**config.mk**
```make
export PLATFORM = sky130hd
export DESIGN_NAME = spike_packet_buffer
export DESIGN_NICKNAME = d
export VERILOG_FILES = /design/src/rtl/spike_packet_buffer.sv
export SDC_FILE = /design/constraint.sdc
export NUM_CORES = 1
export LEC_CHECK = 0
export ABC_CLOCK_PERIOD_IN_PS = 4900
export CAP_MARGIN = 40
export CORE_ASPECT_RATIO = 0.7
export CORE_MARGIN = 1
export CORE_UTILIZATION = 30
export DETAILED_ROUTE_END_ITERATION = 10
export PLACE_DENSITY = 0.5
export SLEW_MARGIN = 0
export SYNTH_ARGS = -nofsm -noshare
export SYNTH_HDL_FRONTEND = slang
export SYNTH_SLANG_ARGS = --single-unit
```
**constraint.sdc**
```tcl
create_clock -name clk -period 4.9 [get_ports clk]
set_clock_uncertainty 0.15 [all_clocks]
set_input_delay 0.735 -clock clk [delete_from_list [all_inputs] [get_ports clk]]
set_output_delay 0.735 -clock clk [all_outputs]
set_load 0.05 [all_outputs]
```
**src/rtl/spike_packet_buffer.sv**
```systemverilog
// Show-ahead spike packet FIFO with timestep FSM (IDLE/ACTIVE/DRAIN) and almost-full flag.
// Optional statistics counters enabled by defining SPIKE_PACKET_BUFFER_STATS_EN.
module spike_packet_buffer #(
  parameter int DEPTH       = 8,
  parameter int FULL_MARGIN = 1
) (
  input  logic        clk,
  input  logic        reset_n,
  input  logic        tick,
  input  logic [29:0] packet_in,
  input  logic        spike_out_valid,
  input  logic        grid_done,
  output logic        local_buffers_full,
  output logic [29:0] pkt_out,
  output logic        pkt_out_valid,
  input  logic        pkt_out_ready,
  output logic        drained,
  output logic        overflow,
  output logic [1:0]  buf_state
`ifdef SPIKE_PACKET_BUFFER_STATS_EN
  ,
  output logic [15:0] dropped_count,
  output logic [15:0] sent_count
`endif
);

  localparam int AW = $clog2(DEPTH);
  localparam logic [AW:0] CNT_MAX     = (AW+1)'(DEPTH);
  localparam logic [AW:0] FULL_THRESH = (AW+1)'(DEPTH - FULL_MARGIN);

  typedef enum logic [1:0] {
    S_IDLE   = 2'd0,
    S_ACTIVE = 2'd1,
    S_DRAIN  = 2'd2
  } state_t;

  logic [29:0]   r_mem [DEPTH];
  logic [AW-1:0] r_wr_ptr;
  logic [AW-1:0] r_rd_ptr;
  logic [AW:0]   r_count;
  logic          r_full;
  logic          r_overflow;
  logic          r_drained;
  state_t        r_state;

  logic          w_pop;
  logic          w_push;
  logic          w_drop;
  logic [AW:0]   w_count_next;

  assign w_pop  = (r_count != '0) && pkt_out_ready;
  // A full FIFO still accepts a packet when the head leaves in the same cycle.
  assign w_push = spike_out_valid && ((r_count != CNT_MAX) || w_pop);
  assign w_drop = spike_out_valid && !w_push;

  always_comb begin
    w_count_next = r_count;
    if (w_push && !w_pop)
      w_count_next = r_count + (AW+1)'(1);
    else if (w_pop && !w_push)
      w_count_next = r_count - (AW+1)'(1);
  end

  always_ff @(posedge clk) begin
    if (w_push)
      r_mem[r_wr_ptr] <= packet_in;
  end

  always_ff @(posedge clk) begin
    if (!reset_n) begin
      r_wr_ptr   <= '0;
      r_rd_ptr   <= '0;
      r_count    <= '0;
      r_full     <= 1'b0;
      r_overflow <= 1'b0;
      r_drained  <= 1'b0;
      r_state    <= S_IDLE;
    end else begin
      if (w_push)
        r_wr_ptr <= r_wr_ptr + AW'(1);
      if (w_pop)
        r_rd_ptr <= r_rd_ptr + AW'(1);
      r_count   <= w_count_next;
      r_full    <= (w_count_next >= FULL_THRESH);
      r_drained <= 1'b0;
      if (w_drop)
        r_overflow <= 1'b1;
      case (r_state)
        S_IDLE: begin
          if (tick)
            r_state <= S_ACTIVE;
        end
        S_ACTIVE: begin
          if (tick)
            r_overflow <= 1'b1;
          if (grid_done)
            r_state <= S_DRAIN;
        end
        S_DRAIN: begin
          if (tick)
            r_overflow <= 1'b1;
          if (w_count_next == '0) begin
            r_state   <= S_IDLE;
            r_drained <= 1'b1;
          end
        end
        default: r_state <= S_IDLE;
      endcase
    end
  end

`ifdef SPIKE_PACKET_BUFFER_STATS_EN
  logic [15:0] r_dropped_count;
  logic [15:0] r_sent_count;

  always_ff @(posedge clk) begin
    if (!reset_n || (tick && r_state == S_IDLE)) begin
      r_dropped_count <= '0;
      r_sent_count    <= '0;
    end else begin
      if (w_drop && r_dropped_count != 16'hFFFF)
        r_dropped_count <= r_dropped_count + 16'd1;
      if (w_pop)
        r_sent_count <= r_sent_count + 16'd1;
    end
  end

  assign dropped_count = r_dropped_count;
  assign sent_count    = r_sent_count;
`endif

  // RAM is not reset, so the head is masked to zero while empty.
  assign pkt_out            = (r_count != '0) ? r_mem[r_rd_ptr] : '0;
  assign pkt_out_valid      = (r_count != '0);
  assign local_buffers_full = r_full;
  assign drained            = r_drained;
  assign overflow           = r_overflow;
  assign buf_state          = r_state;

endmodule

```
==> results of run 1 <==
kinds of logic after synthesis:
| family | after synthesis |
|---|---|
| mux | 91 |
| compound gates | 21 |
| buf+inv | 36 |
| fa+ha+maj | 7 |
| flops | 258 |
| simple gates | 88 |
| xor+xnor | 4 |
per-stage QoR:
stage               setup WS, ps  util, %  total power, mW
floorplan                    701        -             4.00
global placement            1300     35.2             4.63
detailed placement          1290     35.3             4.67
CTS                          710     37.7             6.54
global route                 605     37.7             6.71
finish                       824     37.7             6.44
registers in the layout, indices dropped and copies added (netlist names), named ones only:
name	flops
buf_state	2
drained	1
local_buffers_full	1
overflow	1
r_count	4
r_mem	240
r_rd_ptr	3
r_wr_ptr	3
worst max-delay path, cell delays in order, from the launching register on:
cell and delay [ps]:
dfxtp_4 760, buf_4 390, mux4_2 540, mux2i_1 160, nor2_1 80, clkdlybuf4s50_1 710
where the power goes:
group	switching, mW	internal (mW)	total (mW)
Sequential	0.128	2.50	2.63
Clock	0.810	1.05	1.86
Combinational	1.15	0.797	1.95
layout by cell type (no fill, tap or decap), types with 7 or more instances in the layout:
cell type and instances:
and2_1 7, buf_12 7, buf_4 11, clkbuf_16 25
clkdlybuf4s50_1 71, dfxtp_1 15, edfxtp_1 240, ha_1 7
inv_1 9, mux2i_1 31, mux4_2 60, nand2_1 14
nor2_1 34
cell type report:
class	count	area [um2]	area share [%]
flip-flops and latches	258	7570	61.4
clock buffers	29	641	5.19
well taps	427	534	4.33
repair buffers	90	961	7.78
multi-input cells	211	2450	19.9
inverters	10	37.5	0.304
clock inverters	16	143	1.16
worst max path at each step:
stage	startpoint	endpoint	slack [ps]	depth (start not counted)
2_1_floorplan	pkt_out_ready	r_mem[0][0]$_DFFE_PP_	700	4
3_3_place_gp	register	pkt_out[15]	1300	5
3_5_place_dp	register	pkt_out[16]	1290	5
4_1_cts	register	pkt_out[16]	710	5
5_1_grt	register	pkt_out[15]	600	5
6_report	register	pkt_out[5]	820	5
layer usage:
layer  part of all wire, %  GRT usage (%)  vias up
met1                    47           17.8     2577
met4                   1.5           2.56        0
met5                     0              0        -
li1                      -              -     2214
met3                   3.9           2.39       26
met2                    48           20.9      104
==> impl_results.md, run 1 <==
- CTS Root Cell: clkbuf_16
- CTS Sinks: 258
- Hold WS: 352 ps
- Leakage power: about 3.8 nW
- CTS clk-pin slew, worst paths: approximately 70 ps
- GPL Wtd Cong: 0.704
- Hold-fix buffers, CTS: 0
- Clock period minus worst slack: 4080 ps
- CP max FO: 29
- Normalized max-slew margin: 50.0%
- CTS tree: built
- Least-Margin Pin Slew: 750 ps
- Compound-Gate Fraction of Synth Area: 1.77%
- Number of fill cells: ~3.0k
- Ratio of final minimum period to clock period: 83.2%
- Count of flip-flops with a built-in enable after synthesis: 240
- Outcome: finished clean
- GRT Overall Usage: 12.8%
- Site row count: 55
- CORE AREA: 32,800 um2
- Post-synth net total: approximately 550
- Total Wirelength: 21,400 um
- Drt first-iter violations: 382
- Setup-failing EPs final: 0
- Post-detail-place hpwl: around 13,000 um
- Power Density: 522 nW/um2
- Main combinational cell family by area after synthesis: multiplexers
- Drt wl/cell: between 20 and 25 um
- Worst r2r src: r_count[0]$_SDFF_PN0_
- Most common cell in the synthesized netlist: edfxtp_1
- Remaining Overflow, GRT: 0
- CP required: 4010 ps
- Post-synthesis average cell area: between 20 and 25 um2
- Final net count: between 600 and 700
- Clk_lat worst skew: 520 ps
- Antenna viol nets, final: 0
- Fmax: 245 MHz
- Die area: 34,400 um2
- Placed Area: 11,600 um2
- Layout Cell Area excl Fill: 12,300 um2
- Initial antenna violation count: 0
- XOR/XNOR Fraction of Synth Area: less than 1%
- R2R cell count: 8
- Hold path cells: 2
- Worst Setup Start Kind: register
- Largest net degree at the start of global routing: 30
- Area share of fa/ha/maj cells after synthesis: 0.866%
- Crit path DAT: 3190 ps
- Post-synthesis instance total: ~510
- Fraction of the mapped netlist area in simple logic gates: 4.26%
- Drt drc: 0
- Area grow syn2layout: 22.1%
- Via-to-Cell Ratio: 4.73
- Setup tns final: 0 ps
- Worst supply voltage drop on vdd: 0.000291 V
- Cell area after synthesis: 10,100 um2
- Die W: 221 um
- Vias: between 4k and 5k
- Critical Path Sink Type: primary output
- Layout cells sized above 1: between 20% and 30%
- Synth Register Bits: 258
- Critical Setup Path Class: register to primary output
- # diodes: 0
- I/O Buffers: 71
- Post-synthesis sequential area ratio: 74.9%
- Post-synth top area share: 71.3%
- First-pass GRT wire length: between 30,000 and 40,000 um
- PostCTS Resize Cnt: 0
- Yosys cell types: 48
- Yosys top cell by area: edfxtp_1
- Non-Filler Instances: 1,041
- R2R Setup Slk: ~2000 ps
- Setup repair bufs after CTS: 0
- Main synth FF type: edfxtp_1
- Synth cell count leaders: 240 x edfxtp_1, 60 x mux4_2, 40 x nor2_1, 31 x mux2i_1, 18 x dfxtp_1
- Mux cell area share after synthesis: about 16%
- Inst Count DP: approximately 1,000
- TritonCTS buffer count: 25
- RR Endpoint: r_mem[3][9]$_DFFE_PP_
- Clock tree buffer depth: 3
- Area contributors post-synth: edfxtp_1 71%, mux4_2 13%, dfxtp_1 3.6%, mux2i_1 3.1%, nor2_1 1.5%
- Final hold viol count: 0
- Number of max-cap violations: 0
- Vias in the first global route: 5,228
- Type of the tightest min-delay check: register to register
- Hold path startpoint: r_rd_ptr[1]$_SDFFE_PN0N_
- Final Max Slew Viols: 0
- Top-Level Pins: 72
- H-Tree Depth: 1
- Initial Utilization: a little under a third
- Async SR Flop Fraction: 0%
- Yosys warning count: 0
- Die Y: 156 um
- RSZ-0062 raised after global routing: false
- Detailed Routing Iterations Pass 1: 4
Note: power is estimated with default switching activity, not from simulation.
==> inputs of run 2 (changes only) <==
- ABC_CLOCK_PERIOD_IN_PS: 4900 -> 3300
- PLACE_DENSITY: 0.5 -> 0.52
- clock period: 4.9 -> 3.3 ns (I/O delays scaled with it)
==> impl_results.md, run 2 (synthesized netlist as in run 1, its figures left out) <==
- Outcome: finished clean
- Clock period minus worst slack: 3170 ps
- Met1 WL: approximately 9700 um
- Number of max-cap violations: 0
- I/O Buffers: 71
- Critical Path Sink Type: primary output
- Total Wirelength: 21,400 um
- Setup-failing EPs final: 0
- Worst Setup Start Kind: register
- Vias in the first global route: 5,262
- RSZ-0062 raised after global routing: false
- Initial antenna violation count: 0
- Crit path DAT: 2520 ps
- H-Tree Depth: 1
- Ratio of final minimum period to clock period: 95.9%
- Die W: 221 um
- Power Density: ~760 nW/um2
- CORE AREA: roughly 33,000 um2
- Die area: 34,400 um2
- Final net count: 647
- Clk_lat worst skew: approximately 560 ps
- Detailed Routing Iterations Pass 1: 4
- Most flops, register: r_mem
- GRT Overall Usage: 12.7%
- Final hold viol count: 0
- Leakage power: 3.95 nW
- TritonCTS buffer count: 26
- CP required: 2650 ps
- Normalized max-slew margin: 55.8%
- Clock tree buffer depth: 3
- CP max FO: 13
- Final Max Slew Viols: 0
- Via-to-Cell Ratio: 4.70
- Met3 wire len: 1150 um
- Vias: 4,930
- Drt first-iter violations: 290
- Post-detail-place hpwl: 12,200 um
- Antenna viol nets, final: 0
- Largest net degree at the start of global routing: 31
- Setup tns final: 0 ps
- Hold-fix buffers, CTS: 0
- GPL Wtd Cong: between 0.7 and 0.8
- Most frequent cells in the layout: 240 x edfxtp_1, 60 x mux4_2, 40 x clkdlybuf4s50_1, 34 x nor2_1, 31 x mux2i_1
- First-pass GRT wire length: 32,700 um
- Critical Setup Path Class: register to primary output
- Number of fill cells: 2,989
- Area grow syn2layout: 23.2%
- CTS tree: built
- Top-Level Pins: 72
- Least-Margin Pin Slew: 664 ps
- Fmax: about 320 MHz
- Largest register FFs: 240
- Initial Utilization: 30.9%
- Top layer in use: met4
- CTS clk-pin slew, worst paths: 60 ps
- Met2 routed WL: 10,200 um
- Regs by FF count: r_mem x240, r_count x4
- Worst supply voltage drop on vdd: 0.000396 V
- Layout cells sized above 1: 25.4%
- Type of the tightest min-delay check: register to register
- CTS Root Cell: clkbuf_16
- Most common cell after layout, fill and taps aside: edfxtp_1
- # diodes: 0
- Die Y: 156 um
- Total design power: 9.46 mW
- Drt drc: 0
- Drt wl/cell: a little over 20 um
- Site row count: 55
- CTS Sinks: 258
- Remaining Overflow, GRT: 0
-- run 2: report_power, final --
group	total (mW)	switching, mW	leakage, nW	internal [mW]
registers	3.84	0.121	2.33	3.72
logic	2.91	1.78	1.24	1.13
clock network	2.72	1.26	0.384	1.46
-- run 2: final cells by class --
cell class	count	area [um2]	share of cell area (%)
multi-input cells	211	2470	19.8
clock buffers	28	658	5.28
well taps	427	534	4.29
clock inverters	19	128	1.02
inverters	10	37.5	0.301
repair buffers	97	1060	8.51
flip-flops and latches	258	7570	60.8
-- run 2: critical path: stages (launching register included) --
cell and delay (ps):
dfxtp_4 520, buf_12 210, mux4_2 520, mux2i_1 180, nor2_1 80, dlygate4sd2_1 430
-- run 2: stage by stage --
step	utilization, %	hold slack, ps	std cells	instance area [um2]	worst slack (ps)
floorplan	-	317	505	10100	146
global placement	35.7	326	1003	11700	420
detailed placement	35.7	341	1003	11700	339
CTS	38.0	350	1050	12500	31.8
global route	38.0	383	1050	12500	13.3
finish	38.0	343	1050	12500	135
-- run 2: worst paths after layout --
check	cells past startpoint	startpoint	slack (ps)	endpoint
max	5	register	130	pkt_out[15]
min	2	r_rd_ptr[1]$_SDFFE_PN0N_	340	register
max reg2reg	10	r_count[0]$_SDFF_PN0_	350	buf_state[1]$_SDFFE_PN0P_
min reg2reg	2	r_rd_ptr[1]$_SDFFE_PN0N_	340	register
-- run 2: per-layer routing --
| metal | GRT usage (%) | vias to the layer above |
|---|---|---|
| met3 | 2.84 | 30 |
| met5 | 0 | - |
| met4 | 2.36 | 0 |
| met1 | 17.4 | 2554 |
| li1 | - | 2239 |
| met2 | 21.0 | 107 |
-- run 2: timing repair --
action	CTS	global route
buffers inserted	0	0
resized for setup	17	1
setup endpoints to repair	30	2
pin swaps	0	0
==> inputs of run 3 (changes only) <==
- CTS_CLUSTER_DIAMETER: not set -> 200
==> results of run 3 <==
Same layout as run 2: the final DEF is identical, and so are final timing and power.
